### src/rtl/sfifo_stream_reader.sv
// sfifo_stream_reader: read-side adapter for the single-clock FIFO (sfifo).
// Pops the FIFO through rinc, absorbs the one-cycle registered RAM read
// latency with a two-entry head/skid buffer, and presents the words as a
// valid/ready stream framed every BURST words by m_last.
module sfifo_stream_reader #(
    parameter int WIDTH = 8,
    parameter int BURST = 4
) (
    input  logic             clk,
    input  logic             rst_n,
    input  logic             en,
    input  logic             rempty,
    output logic             rinc,
    input  logic [WIDTH-1:0] rdata,
    output logic             m_valid,
    input  logic             m_ready,
    output logic [WIDTH-1:0] m_data,
    output logic             m_last
);

    localparam int            FW    = (BURST > 1) ? $clog2(BURST) : 1;
    localparam logic [FW-1:0] FLAST = FW'(BURST - 1);

    // Buffer state: occ counts valid entries (0..2), head is the presented word.
    logic [1:0]       occ;
    logic             inflight;
    logic [FW-1:0]    fcnt;
    logic [WIDTH-1:0] head_data;
    logic             head_last;
    logic [WIDTH-1:0] skid_data;
    logic             skid_last;

    logic             pop;
    logic             wr_last;
    logic [2:0]       level;

    // Stream outputs come straight from registers, so m_ready never reaches m_valid.
    always_comb begin
        m_valid = (occ != 2'd0);
        m_data  = head_data;
        m_last  = head_last;
    end

    // Pop request: only when the buffer can still hold every word already
    // committed (buffered + in flight) after this cycle's pop.
    always_comb begin
        pop     = m_valid && m_ready;
        wr_last = (fcnt == FLAST);
        level   = {1'b0, occ} + {2'b00, inflight} - {2'b00, pop};
        rinc    = rst_n && en && !rempty && (level <= 3'd1);
    end

    // Capture landing words into head/skid, shift skid forward on pop, track framing.
    always_ff @(posedge clk or negedge rst_n) begin
        if (!rst_n) begin
            occ       <= '0;
            inflight  <= 1'b0;
            fcnt      <= '0;
            head_data <= '0;
            head_last <= 1'b0;
            skid_data <= '0;
            skid_last <= 1'b0;
        end else begin
            inflight <= rinc;

            if (inflight) begin
                fcnt <= wr_last ? '0 : fcnt + FW'(1);
            end

            case ({inflight, pop})
                2'b10: begin
                    if (occ == 2'd0) begin
                        head_data <= rdata;
                        head_last <= wr_last;
                    end else begin
                        skid_data <= rdata;
                        skid_last <= wr_last;
                    end
                    occ <= occ + 2'd1;
                end
                2'b11: begin
                    // With two entries the skid moves up and the new word
                    // takes its place; with one, the new word replaces head.
                    if (occ == 2'd1) begin
                        head_data <= rdata;
                        head_last <= wr_last;
                    end else begin
                        head_data <= skid_data;
                        head_last <= skid_last;
                        skid_data <= rdata;
                        skid_last <= wr_last;
                    end
                end
                2'b01: begin
                    if (occ == 2'd2) begin
                        head_data <= skid_data;
                        head_last <= skid_last;
                    end
                    occ <= occ - 2'd1;
                end
                default: begin
                end
            endcase
        end
    end

    // Buffer occupancy never leaves 0..2.
    a_occ_range: assert property (@(posedge clk) disable iff (!rst_n) occ <= 2'd2);

    // A landing word always finds a free entry.
    a_no_overflow: assert property (@(posedge clk) disable iff (!rst_n)
        !(inflight && !pop && (occ == 2'd2)));

    // The FIFO RAM read is not gated by empty, so a pop on empty would corrupt it.
    a_no_pop_empty: assert property (@(posedge clk) disable iff (!rst_n) !(rinc && rempty));

endmodule

### config.mk
export PLATFORM = sky130hd
export DESIGN_NAME = sfifo_stream_reader
export DESIGN_NICKNAME = d
export VERILOG_FILES = /design/src/rtl/sfifo_stream_reader.sv
export SDC_FILE = /design/constraint.sdc
export NUM_CORES = 1
export LEC_CHECK = 0
export CORE_ASPECT_RATIO = 0.9
export CORE_UTILIZATION = 54
export DETAILED_ROUTE_END_ITERATION = 10
export PLACE_DENSITY = 0.89
export SETUP_SLACK_MARGIN = 0.05
export SLEW_MARGIN = 20
export SYNTH_ARGS = -nofsm -noshare
export SYNTH_HDL_FRONTEND = slang
export SYNTH_SLANG_ARGS = --single-unit
### constraint.sdc
create_clock -name clk -period 5.07 [get_ports clk]
set_input_delay 0.7605 -clock clk [delete_from_list [all_inputs] [get_ports clk]]
set_output_delay 0.7605 -clock clk [all_outputs]
set_load 0.05 [all_outputs]
-- Word-level counts from Yosys, hierarchy flattened
Index checks and enable logic that the tools add are counted.
- logic and storage cells: 51
- register bits: 23
- add/subtract/negate cells: 5
- eq/ne operators: 10
- reduce and logical (&&, ||, !) cells: 12
- muxes and demuxes: 16
- magnitude comparators: 1
- operators with widths (kind ; count):
    2-to-1 mux 8 bit ; 5
    case mux 8 bit (3 select lines) ; 1
    case mux 8 bit (2 select lines) ; 1
    == test 2 bit, second input constant ; 4
    != test 2 bit, second input constant ; 4
    AND reduction 3 bit ; 2
    nonzero test 2 bit ; 3
    2-to-1 mux 1 bit ; 5
    adder 2 x 1 -> 2 bit, second input constant ; 2
    == test 2 x 1 -> 1 bit, second input constant ; 2
    logical AND 1 bit ; 4
    case mux 2 bit (2 select lines) ; 1
    adder 2 x 1 -> 3 bit ; 1
    less-or-equal comparator 3 x 1 -> 1 bit, second input constant ; 1
    case mux 1 bit (3 select lines) ; 1
    nonzero test 3 bit ; 1
    subtractor 3 x 1 -> 3 bit ; 1
    logical NOT 2 bit ; 1
    2-to-1 mux 2 bit ; 1
    case mux 1 bit (2 select lines) ; 1
    subtractor 2 x 1 -> 2 bit, second input constant ; 1
    logical NOT 1 bit ; 1

-- Depth between registers and ports, before layout
Gate-level depths: netlist of run 1.
- depth in word-level cells: 5
- mapped depth: 11

-- Worst setup path after synthesis of run 1
OpenSTA, ideal clock, no wires.
- path type: input -> output
- from: input m_ready
- to: output rinc
- cell stages on the path: 9
- data required time: 4310 ps
- slack: 1272 ps
- data arrival time: 3037 ps
- cells stage by stage: nor2b_1 -> buf_2 -> clkinv_1 -> ha_1 -> ha_1 -> inv_1 -> fa_1 -> nand4b_1 -> nor2_1
- longest elaborated chain between the ends: 4
- ends and longest elaborated chain (element ; line ; RTL):
    start, declared ; 16 ; input logic m_ready,
    logical AND 1 bit ; 47 ; pop = m_valid && m_ready;
    subtractor 3 x 1 -> 3 bit ; 49 ; level = {1'b0, occ} + {2'b00, inflight} - {2'b00, pop};
    less-or-equal comparator 3 x 1 -> 1 bit ; 50 ; rinc = rst_n && en && !rempty && (level <= 3'd1);
    logical AND 1 bit ; 50 ;
    end, declared ; 13 ; output logic rinc,
Every way passes these cells.

-- Worst setup path in the final report of run 1
Same ends and word-level chain as after synthesis.

==> metrics.md, run 1 <==
| Metric | Value |
|---|---|
| Slew @ Worst Pin | 512 ps |
| Die Ht | 47 microns |
| Total CTS buffers | 3 |
| Tcrit/Tclk final | 0.831 |
| Initial core utilization | 0.605 |
| Gp weighted congestion | 0.828 |
| DRT met1 WL | 1070 microns |
| DRT Pass-1 Iters | 6 |
| Residual DRC | 0 |
| Max-cap violations | 0 |
| Reg2reg start | occ[1] |
| Peak supply drop | 0.363 mV |
| Seq/Total Area, Yosys | 0.474 |
| Worst setup path startpoint | m_ready |
| Max Fclk | 0.237 GHz |
| Fill cells | 122 |
| Gates resized, CTS repair | 0 |
| Dpl hpwl | 1980 microns |
| RSZ-0062 raised after global routing | no |
| Final hold violations | 0 |
| Setup_tns | 0 ps |
| Final Setup Violations | 0 |
| Max transition margin | 0.659 |
| Worst skew pair latency | 320 ps |
| CTS root buffer | clkbuf_4 |
| CTS tree | built |
| Cell Area, Synth | 1210 sq um |
| 1st-iter DRT viols | 31 |
| Die X | 52 microns |
| Die area | 2440 sq um |
| #FFs+latches synth | 23 |
| Hold Path Origin | skid_data[7] |
| Outcome | finished clean |
| Startpoint Class | primary input |
| Nets | 154 |
| Peak fanout along the critical path | 11 |
| Hold WS | 544 ps |
| Mean Syn Cell Area | 11.1 sq um |
| First-pass GRT wire length | 4070 microns |
| Final min period | 4220 ps |
| Row Count | 15 |
| Clock Skews | 3.87 ps |
| Layout cells sized above 1 | 0.167 |
| Met3 wire len | 161 microns |
| Final wirelength | 2450 microns |
| PwrDens | 640 nW/um^2 |
| Unique masters post-synth | 28 |
| Post-route ant nets | 0 |
| DR vias | 963 |
| Worst Path Arrival | 3450 ps |
| WL/cell | 15.6 microns |
| DR vias/cell | 6.13 |
| Power, Total | 949 uW |
| R2R Path End | inflight |
| Post-synth top area share | 0.474 |
| Area of the core | 2010 sq um |
| Highest routed layer | met4 |
| Reg2Reg Depth | 11 |
| Area contributors post-synth | dfrtp_1 47%, mux2_2 10%, a31oi_1 9.3% |
| Max-slew violations | 0 |
| I/O pin total | 24 |
| Ys Warns | 0 |
| Met2 WL post-DR | 1180 microns |
| WHS Endpoint | skid_data[7] |
| Syn-to-layout area delta | 22.0% |
| Crit path capture type | primary output |
| Hold WC Path Type | flop to flop |
| Hold_buf cts | 0 |
| Area leader, netlist | dfrtp_1 |
| # clock sinks | 23 |
| CTS clk-pin slew, worst paths | 120 ps |
| Syn Inst Count | 109 |
| Buffer count from post-CTS setup fixing | 0 |
| Syn Nets | 130 |
| GRT Total Usage | 0.234 |
| Hold Crit Depth | 1 |
| N_diodes | 0 |
| Largest net degree at the start of global routing | 25 |
| Critical path type | primary input to primary output |
| Static Leak | 0.000614 uW |
| R2r setup slk | 2170 ps |
| Vias in the first global route | 868 |
| Port Buffers | 23 |
| Total congestion overflow | 0 |
| CTS max path bufs | 2 |
| H-tree Lvls | 1 |
| WP data required | 4310 ps |
| Initial antenna violation count | 0 |
-- Yosys cell counts --
cell and number:
a21bo_2 1, a21oi_1 1, a21oi_2 1, a31oi_1 18
and2_1 1, and3_4 1, buf_1 1, buf_2 1
buf_6 3, clkbuf_1 1, clkinv_1 2, dfrtp_1 23
fa_1 1, ha_1 7, inv_1 5, mux2_2 11
nand2_1 1, nand2b_1 1, nand3_1 9, nand3b_1 1
nand4b_1 1, nor2_1 3, nor2b_1 1, nor3b_1 1
o21ai_0 9, or4b_4 1, xnor2_1 1, xor2_1 2
-- metrics by stage --
| stage | std cells | utilization | cell area [sq um] | worst slack [ps] |
|---|---|---|---|---|
| 4_1_cts | 157 | 0.738 | 1480 | 866 |
| 6_report | 157 | 0.738 | 1480 | 855 |
| 3_5_place_dp | 153 | 0.725 | 1460 | 855 |
| 3_3_place_gp | 153 | 0.725 | 1460 | 972 |
| 2_1_floorplan | 109 | - | 1210 | 1270 |
| 5_1_grt | 157 | 0.738 | 1480 | 698 |
-- per-layer routing --
metal / up-vias / GRT usage
met1: 458 / 0.303
met2: 54 / 0.403
met3: 6 / 0.0550
met5: - / 0
met4: 0 / 0.0541
li1: 445 / -
-- power breakdown --
part           total [uW]  leakage [uW]  switching (uW)  internal [uW]
registers             333      0.000277            62.2            271
clock network        84.8     0.0000177            55.2           29.6
logic                 531      0.000320             316            216
total                 949      0.000614             433            516
-- how the worst max path moves through the flow --
stage,to,slack [ps],cells past startpoint
final,rinc,850,11
after global routing,rinc,700,11
after CTS,rinc,870,11
after detailed placement,rinc,860,11
after global placement,rinc,970,11
after floorplan,rinc,1270,9
-- registers in the layout, summed over array words and instances (netlist names) --
signal and flops:
skid_data 8, m_data 8, m_last 1, occ 2, skid_last 1, fcnt 2, inflight 1
-- cells by family (layout without fill, tap and decap cells) --
kind of cell / after synthesis / after routing / share of synthesized area
xor gates and xnor gates: 3 / 3 / 0.0216
DFF: 23 / 23 / 0.474
muxes: 11 / 11 / 0.102
and+or+nand+nor: 21 / 21 / 0.105
buffers and inverters: 13 / 36 / 0.0597
adders and majority gates: 8 / 8 / 0.0886
AOI/OAI and AO/OA: 30 / 30 / 0.149
-- layout make-up --
| cell class | count | area [sq um] | share of cell area |
|---|---|---|---|
| sequential | 23 | 576 | 0.388 |
| inverter | 7 | 26.3 | 0.0177 |
| clock buffer | 3 | 22.5 | 0.0152 |
| tap | 25 | 31.3 | 0.0211 |
| timing repair buffer | 25 | 255 | 0.172 |
| clock inverter | 1 | 5.00 | 0.00338 |
| multi-input combinational | 73 | 567 | 0.382 |
-- critical path: stages --
cell and delay (ps):
clkdlybuf4s50_1 530, nor2b_1 150, buf_4 170, clkinv_1 210
ha_1 420, ha_1 160, inv_1 50, fa_1 470
nand4b_1 90, nor2_1 260, buf_12 180
-- placed cells by master (no fill, tap or decap), types with 2 or more instances in the layout --
| master | instances |
|---|---|
| a31oi_1 | 18 |
| buf_4 | 2 |
| clkbuf_4 | 3 |
| clkdlybuf4s50_1 | 22 |
| clkinv_1 | 2 |
| dfrtp_1 | 23 |
| ha_1 | 7 |
| inv_1 | 5 |
| mux2_2 | 11 |
| nand3_1 | 9 |
| nor2_1 | 3 |
| o21ai_0 | 9 |
| xor2_1 | 2 |
No activity file was read; power rests on OpenSTA's default activity.
==> inputs of run 2 (changes only) <==
Settings changed: CORE_UTILIZATION 54 to 45, PLACE_DENSITY 0.89 to 0.8.
Clock period 5.07 ns to 3.5 ns, I/O delays scaled along.
==> run 2 against run 1 <==
The flow now finishes with violations (design-rule violations). Routed wire length down 2.2%. Cell count is 3.8% higher. Clock power increased by 39%. Sequential share of layout area shrank 1.2 points. Critical endpoint unchanged. Core utilization shrank 13 points. Largest power group unchanged. Critical path depth decreased by 1.
==> metrics.md, run 2 (same netlist as run 1, synthesis figures left out) <==
| Metric | Value |
|---|---|
| Outcome | complete, but fails checks (was finished clean) |
| Violated checks | design-rule violations |
| Cells along the critical path | clkdlybuf4s50_1 > nor2b_4 > clkinv_1 > ha_4 > ha_1 > inv_1 > fa_1 > nand4b_1 > nor2_2 > buf_12 (was clkdlybuf4s50_1 > nor2b_1 > buf_4 > clkinv_1 > ha_1 > ha_1 > inv_1 > fa_1 > nand4b_1 > nor2_1 > buf_12) |
| Max Fclk | 0.305 GHz |
| CTS clk-pin slew, worst paths | 110 ps (was 120 ps) |
| Met1 usage | 0.248 (was 0.303) |
| Peak supply drop | 0.328 mV (was 0.363 mV) |
| Initial core utilization | 0.484 (was 0.605) |
| Worst skew pair latency | 310 ps (was 320 ps) |
| Static Leak | 0.000631 uW (was 0.000614 uW) |
| Critical path type | primary input to primary output (unchanged) |
| Dpl hpwl | 1840 microns (was 1980 microns) |
| Internal power | 775 uW (was 516 uW) |
| Layout cells sized above 1 | 0.215 (was 0.167) |
| GRT Total Usage | 0.184 (was 0.234) |
| Setup WS pre-CTS | 104 ps (was 855 ps) |
| DRT Pass-1 Iters | 7 (was 6) |
| Tcrit/Tclk final | 0.936 |
| Die Ht | 51.3 microns (was 47 microns) |
| Flop pwr share | 0.341 (was 0.351) |
| Gp weighted congestion | 0.898 (was 0.828) |
| CTS tree | built (unchanged) |
| Peak fanout along the critical path | 5 (was 11) |
| DR vias/cell | 5.82 (was 6.13) |
| Final setup margin | 223 ps (was 855 ps) |
| Max-cap violations | 0 (unchanged) |
| Row Count | 17 (was 15) |
| CTS root buffer | clkbuf_4 (unchanged) |
| Gr busiest metal | met2 (unchanged) |
| Residual DRC | 2 (was 0) |
| Final min period | 3280 ps |
| DR vias | 949 (was 963) |
| Placed Area | 1470 sq um (was 1460 sq um) |
| Met3 usage | 0.0582 (was 0.0550) |
| N_diodes | 0 (unchanged) |
| Slowest CP cell | clkdlybuf4s50_1 (unchanged) |
| Final instance area | 1530 sq um (was 1480 sq um) |
| Switch share | 0.447 (was 0.456) |
| Die area | 2910 sq um (was 2440 sq um) |
| Clock Skews | 7.34 ps (was 3.87 ps) |
| Footprint of the multi-input gates | 592 sq um (was 567 sq um) |
| Max-slew violations | 0 (unchanged) |
| WL/cell | 14.7 microns (was 15.6 microns) |
| CTS max path bufs | 2 (unchanged) |
| Initial antenna violation count | 0 (unchanged) |
| Crit path capture type | primary output (unchanged) |
| Switching Power | 627 uW (was 433 uW) |
| Startpoint Class | primary input (unchanged) |
| Final hold violations | 0 (unchanged) |
| Die X | 56.8 microns (was 52 microns) |
| Total CTS buffers | 3 (unchanged) |
| Comb power frac | 0.575 (was 0.560) |
| RSZ-0062 raised after global routing | no (unchanged) |
| Total congestion overflow | 0 (unchanged) |
| Worst Path Arrival | 2750 ps (was 3450 ps) |
| Slew @ Worst Pin | 503 ps (was 512 ps) |
| Area of the core | 2510 sq um (was 2010 sq um) |
| Largest net degree at the start of global routing | 25 (unchanged) |
| Max transition margin | 0.664 (was 0.659) |
| 1st-iter DRT viols | 27 (was 31) |
| Commonest non-fill, non-tap cells in the layout | 22 x dfrtp_1, 22 x clkdlybuf4s50_1, 18 x a31oi_1 (was 23 x dfrtp_1, 22 x clkdlybuf4s50_1, 18 x a31oi_1) |
| WP data required | 2970 ps (was 4310 ps) |
| Syn-to-layout area delta | 26.3% (was 22.0%) |
| R2r setup slk | 1080 ps (was 2170 ps) |
| H-tree Lvls | 1 (unchanged) |
| Final wirelength | 2390 microns (was 2450 microns) |
| Port Buffers | 23 (unchanged) |
| # clock sinks | 23 (unchanged) |
| I/O pin total | 24 (unchanged) |
| Final Setup Violations | 0 (unchanged) |
| Grt met2 use | 0.284 (was 0.403) |
| Hold WC Path Type | flop to flop (unchanged) |
| Setup_tns | 0 ps (unchanged) |
| First-pass GRT wire length | 4090 microns (was 4070 microns) |
| FF+latch area | 577 sq um (was 576 sq um) |
| PwrDens | 914 nW/um^2 (was 640 nW/um^2) |
| Nets | 157 (was 154) |
| CP max stage delay | 530 ps (about the same) |
| Clock power frac | 0.084 (was 0.089) |
| Hold WS | 523 ps (was 544 ps) |
| Fill cells | 213 (was 122) |
| Vias in the first global route | 914 (was 868) |
| Post-route ant nets | 0 (unchanged) |
| Hold_buf cts | 0 (unchanged) |
run 2: cell count changes in the layout (fill, tap and decap cells not counted):
cell,previous run,this run
clkinv_2,1,0
nor2b_4,0,1
buf_4,2,5
nor2b_1,1,0
dfrtp_2,0,1
nor2_1,3,2
dfrtp_1,23,22
nor2_2,0,1
ha_1,7,5
ha_4,0,1
clkbuf_1,0,1
ha_2,0,1
run 2: repair_timing:
item,4_1_cts,5_1_grt
pin swaps,0,1
gates resized for setup,1,4
buffers inserted,0,2
setup endpoints to repair,1,1
endpoints found under the hold margin,0,0
run 2: final cells by class:
| class | instances | share of cell area |
|---|---|---|
| Inverter | 7 | 0.0171 |
| Clock buffer | 4 | 0.0171 |
| Timing Repair Buffer | 28 | 0.181 |
| Tap cell | 28 | 0.0228 |
| Multi-Input combinational cell | 73 | 0.386 |
| Sequential cell | 23 | 0.376 |
run 2: worst max-delay path: cells and delay by family:
kind | cells | cell delay [ps]
and+or+nand+nor | 3 | 450
buffers and inverters | 4 | 860
adders and majority gates | 3 | 910
run 2: power groups by stage:
stage	registers (uW)	logic, uW	clock network, uW
3_5_place_dp	483	776	0
3_3_place_gp	475	756	0
4_1_cts	478	778	121
5_1_grt	493	869	133
2_1_floorplan	649	392	0
6_report	478	807	118
run 2: stage by stage:
stage / util / cells / total power [uW]
floorplan: - / 109 / 1040
global placement: 0.585 / 157 / 1230
detailed placement: 0.585 / 157 / 1260
CTS: 0.596 / 161 / 1380
global route: 0.611 / 163 / 1500
finish: 0.611 / 163 / 1400
run 2: worst paths after layout:
| check | endpoint | start | depth (start not counted) |
|---|---|---|---|
| setup / recovery | rinc | m_ready | 10 |
| hold / removal | fcnt[1] | fcnt[1] | 1 |
| setup reg to reg | inflight | occ[0] | 11 |
| hold reg to reg | fcnt[1] | fcnt[1] | 1 |
| max in group asynchronous | occ[1] | rst_n | 2 |
| min in group asynchronous | inflight | rst_n | 2 |
run 2: metal layers:
layer / up-vias / share of wire
li1: 446 / -
met1: 464 / 0.47
met2: 37 / 0.47
met3: 2 / 0.051
met4: 0 / 0.0059
met5: - / 0
